[src/rtl/uart_rx.sv]
// UART receiver: 16x oversampled, start-bit glitch rejection, LSB-first data,
// configurable stop length, registered done/framing-error pulses.
module uart_rx #(
    parameter int unsigned DATA_BITS  = 8,
    parameter int unsigned STOP_TICKS = 16
) (
    input  logic                 i_clk,
    input  logic                 i_reset,
    input  logic                 i_s_tick,
    input  logic                 i_rx,
    output logic [DATA_BITS-1:0] o_data,
    output logic                 o_rx_done,
    output logic                 o_frame_err
);

    localparam int unsigned STOP_W = $clog2(STOP_TICKS);
    localparam int unsigned SCNT_W = (STOP_W > 4) ? STOP_W : 4;
    localparam int unsigned NCNT_W = (DATA_BITS > 1) ? $clog2(DATA_BITS) : 1;

    typedef enum logic [1:0] {
        IDLE  = 2'd0,
        START = 2'd1,
        DATA  = 2'd2,
        STOP  = 2'd3
    } state_t;

    state_t                 state_q;
    logic [1:0]             sync_q;
    logic                   rx_s;
    logic [SCNT_W-1:0]      s_cnt_q;
    logic [NCNT_W-1:0]      n_cnt_q;
    logic [DATA_BITS-1:0]   shift_q;

    assign rx_s = sync_q[1];

    // Synchronizer, frame FSM and registered outputs in one clocked process
    always_ff @(posedge i_clk) begin
        if (i_reset) begin
            state_q     <= IDLE;
            sync_q      <= 2'b11;
            s_cnt_q     <= '0;
            n_cnt_q     <= '0;
            shift_q     <= '0;
            o_data      <= '0;
            o_rx_done   <= 1'b0;
            o_frame_err <= 1'b0;
        end else begin
            sync_q      <= {sync_q[0], i_rx};
            o_rx_done   <= 1'b0;
            o_frame_err <= 1'b0;
            case (state_q)
                IDLE: begin
                    if (!rx_s) begin
                        state_q <= START;
                        s_cnt_q <= '0;
                    end
                end
                START: begin
                    if (i_s_tick) begin
                        if (s_cnt_q == SCNT_W'(7)) begin
                            // Mid start bit: a high line here means it was a glitch
                            s_cnt_q <= '0;
                            n_cnt_q <= '0;
                            state_q <= rx_s ? IDLE : DATA;
                        end else begin
                            s_cnt_q <= s_cnt_q + SCNT_W'(1);
                        end
                    end
                end
                DATA: begin
                    if (i_s_tick) begin
                        if (s_cnt_q == SCNT_W'(15)) begin
                            s_cnt_q <= '0;
                            shift_q <= {rx_s, shift_q[DATA_BITS-1:1]};
                            if (n_cnt_q == NCNT_W'(DATA_BITS - 1)) begin
                                state_q <= STOP;
                            end else begin
                                n_cnt_q <= n_cnt_q + NCNT_W'(1);
                            end
                        end else begin
                            s_cnt_q <= s_cnt_q + SCNT_W'(1);
                        end
                    end
                end
                STOP: begin
                    if (i_s_tick) begin
                        if (s_cnt_q == SCNT_W'(STOP_TICKS - 1)) begin
                            s_cnt_q     <= '0;
                            state_q     <= IDLE;
                            o_data      <= shift_q;
                            o_rx_done   <= 1'b1;
                            o_frame_err <= ~rx_s;
                        end else begin
                            s_cnt_q <= s_cnt_q + SCNT_W'(1);
                        end
                    end
                end
                default: state_q <= IDLE;
            endcase
        end
    end

endmodule

[config.mk]
export PLATFORM = sky130hd
export DESIGN_NAME = uart_rx
export DESIGN_NICKNAME = d
export VERILOG_FILES = /design/src/rtl/uart_rx.sv
export SDC_FILE = /design/constraint.sdc
export NUM_CORES = 1
export LEC_CHECK = 0
export ABC_AREA = 1
export BUFFER_PORTS_ARGS = -buffer_cell sky130_fd_sc_hd__buf_2
export CELL_PAD_IN_SITES_DETAIL_PLACEMENT = 0
export CELL_PAD_IN_SITES_GLOBAL_PLACEMENT = 1
export CORE_MARGIN = 5
export CORE_UTILIZATION = 30
export CTS_CLUSTER_SIZE = 24
export DETAILED_ROUTE_END_ITERATION = 8
export PLACE_DENSITY = 0.61
export SLEW_MARGIN = 20
export SYNTH_ARGS = -nofsm -noshare
export SYNTH_HDL_FRONTEND = slang
export SYNTH_SLANG_ARGS = --single-unit
[constraint.sdc]
create_clock -name i_clk -period 4.1 [get_ports i_clk]
set_clock_uncertainty 0.2 [all_clocks]
set_input_delay 0.41 -clock i_clk [delete_from_list [all_inputs] [get_ports i_clk]]
set_output_delay 0.41 -clock i_clk [all_outputs]
set_load 0.05 [all_outputs]
==> out/qor.yml <==
clock_network:
  clkLatencyLatePin_ns: 0.28
  cts_setup_buffers: 0
  clk_pin_slew_worst_paths_ns: 0.06
  post_cts_resize_count: 0
  cts-root-buf: "clkbuf_8"
  cts_tree: "yes"
  cts_hold_buf: 0
  h-tree-depth: 2
  clk_path_buf_depth: 2
  cts_num_sinks: 29
  numCtsBuffers: 5
floorplan:
  coreArea_um2: 3943
  io_pins: 14
  num_rows: 23
  fp.dieH_um: 73.15
  die_area_um2: 5350
  initial_core_util_pct: 30.34
  die_w_um: 73.15
power_and_ir_drop:
  peakVddDrop_v: 0.0001867
  p_leak_uw: 0.0006484
  powerDensity_nw_per_um2: 468.8
worst_setup_path:
  path_cells: "ha_1 -> nand3_2 -> inv_1 -> nand4_1 -> inv_1 -> nor2_1 -> nor2_1"
  cp-start-kind: "register"
  r2r_slack_ns: 2.20
  worstSetupEndpointType: "register"
  reg2reg_to: "o_data[3]"
  arrival_ns: 1.92
  r2r_start: "s_cnt_q[0]"
  crit_required_ns: 4.11
  cpMaxStageDelayCell: "dfxtp_1"
  slowest_delay_ns: 0.37
  cp_max_fo: 11
  setup.worst_path.class: "register to register"
  rr_worst_depth: 7
logic_synthesis:
  synth_fp_nets: 166
  synthXorXnorAreaFrac_pct: 0.7322
  syn_inst: 159
  synth_seq_cells: 29
  synth_compound_area_share_pct: 11.82
  yosysSeqAreaShare_pct: 48.54
  ys_top_cells_by_area: "dfxtp_1 49%, nor2_1 15%, o21ai_0 8.4%, nand2_1 5.0%, inv_1 3.8%"
  syn_avg_cell_area_um2: 7.523
  syn-cell-area_um2: 1196
  synth-simple-area-share_pct: 29.39
  yosys_warnings: 0
  synth_top_family_by_area: "simple AND/OR/NAND/NOR gates"
  muxShareOfSynthArea_pct: 0
  synthDominantCellAreaShare_pct: 48.54
  yosys.area.top_type: "dfxtp_1"
  netlist-cell-type-count: 23
  synthAdderAreaFrac_pct: 3.138
grt:
  grt_pass1_wl_um: 4264
  grt.overflow.total: 0
  antenna_found_initial: 0
  grt_pass1_vias: 977
  grt_start_max_net_pins: 22
  grt_usage_pct: 10.53
detailed_routing:
  wl_per_cell_um: 10.81
  viasPerCell: 4.453
  drc: 0
  routed_wl_um: 2432
  num_vias: 1002
  dr.pass1.iters: 4
  ant_nets: 0
  drtIter0Drc: 39
placed_design:
  dpl.hpwl_um: 1811
  gp_congestion: 0.8522
  dp_slack_ns: 2.174
  portBuffers: 13
final_layout:
  syn_to_final_growth_pct: 18.41
  drive_above_1_share_pct: 16.57
  final_common_cell: "nor2_1"
  n_antenna_cell: 0
  layout_common_cells: "47 x nor2_1, 29 x dfxtp_1, 20 x o21ai_0, 16 x nand2_1, 13 x buf_2"
  nets: 181
  n_fill_cell: 422
status:
  outcome: "finished, final reports clean"
flow_run:
  drv_cap: 0
timing:
  clock.fmax_mhz: 525.9
  min_period_over_period_pct: 46.38
  drv_slew: 0
  fin_setup_tns_ns: 0
  relSlewSlack_pct: 66.41
  setup_viol: 0
  worst_slew_pin_slew_ns: 0.5032
  post-route-min-period_ns: 1.902
  finalHoldViolCount: 0
  setup_slack_ns: 2.198
  rsz0062_at_grt: "false"
worst_hold_path:
  holdPathStages: 2
  worstHoldEndpoint: "sync_q[0]"
  holdCritPathClass: "input port to register"
  worstHoldStart: "i_rx"
[stage by stage]
stage          hold WS [ns]  total power [µW]  cells  instance area (µm²)  utilization, %
3_3_place_gp         0.1926             362.1    217                 1300           32.97
4_1_cts              0.1050             675.5    225                 1416           35.93
2_1_floorplan        0.1895             349.2    159                 1196               -
5_1_grt              0.1201             697.2    225                 1416           35.93
6_report             0.1121             663.9    225                 1416           35.93
3_5_place_dp         0.2015             363.2    217                 1300           32.97
[where the power goes]
part	internal, µW	switching, µW	leakage [µW]
registers	289	6.58	0.000234
clock network	198	110	0.0000585
logic	19.7	40.8	0.000356
total	507	157	0.000648
[critical path, delay by kind of cell, from the launching register on]
family,cells,cell delay (ns)
and+or+nand+nor,4,0.61
adders and majority gates,1,0.24
buffers and inverters,2,0.40
DFF,1,0.37
[layer usage]
metal | vias up | part of all wire, % | global-route usage, %
met5 | - | 0 | 0
met4 | 0 | 1.7 | 4.303
met3 | 4 | 5.3 | 4.545
met2 | 18 | 42 | 15.29
met1 | 442 | 51 | 13.56
li1 | 538 | - | -
[how the worst max path moves through the flow]
| stage | from | to | slack [ns] | depth (start not counted) |
|---|---|---|---|---|
| 2_1_floorplan | s_cnt_q[0] | o_data[0] | 2.61 | 7 |
| 3_3_place_gp | s_cnt_q[0] | o_data[3] | 2.30 | 7 |
| 3_5_place_dp | s_cnt_q[0] | o_data[3] | 2.17 | 7 |
| 4_1_cts | s_cnt_q[0] | o_data[3] | 2.15 | 7 |
| 5_1_grt | s_cnt_q[0] | o_data[3] | 1.94 | 7 |
| 6_report | s_cnt_q[0] | o_data[3] | 2.20 | 7 |
[state kept, by name, indices dropped and copies added (netlist names), named ones only]
| name | count |
|---|---|
| s_cnt_q | 4 |
| state_q | 1 |
| o_frame_err | 1 |
| o_rx_done | 1 |
| n_cnt_q | 3 |
| shift_q | 8 |
| o_data | 8 |
| sync_q | 2 |
[synthesized netlist by cell type]
library cell  instances
a21oi_1               7
buf_1                 1
buf_2                 1
buf_4                 1
clkbuf_1              2
dfxtp_1              29
ha_1                  3
inv_1                12
inv_2                 2
nand2_1              16
nand2_4               1
nand3_1               6
nand3_2               1
nand4_1               2
nor2_1               47
nor2_2                1
nor2_4                1
nor3_1                1
nor3_4                1
o21ai_0              20
o22ai_1               1
or2_2                 2
xor2_1                1
[cell type report]
type | count | area [µm²] | area share (%)
Clock inverter | 1 | 30.03 | 2.120
Inverter | 14 | 52.55 | 3.710
Clock buffer | 7 | 86.33 | 6.095
Timing Repair Buffer | 13 | 65.06 | 4.594
Multi-Input combinational cell | 111 | 539.3 | 38.07
Tap cell | 50 | 62.56 | 4.417
Sequential cell | 29 | 580.6 | 40.99
[cells by family (layout without fill, tap and decap cells)]
kind of cell	count (synthesis)	after routing
adder cells (fa/ha/maj)	3	3
AND/OR/NAND/NOR	79	79
AO/OA/AOI/OAI	28	28
buffers and inverters	19	35
XOR/XNOR	1	1
flip-flops	29	29
Power figures use the tool's default switching activity.
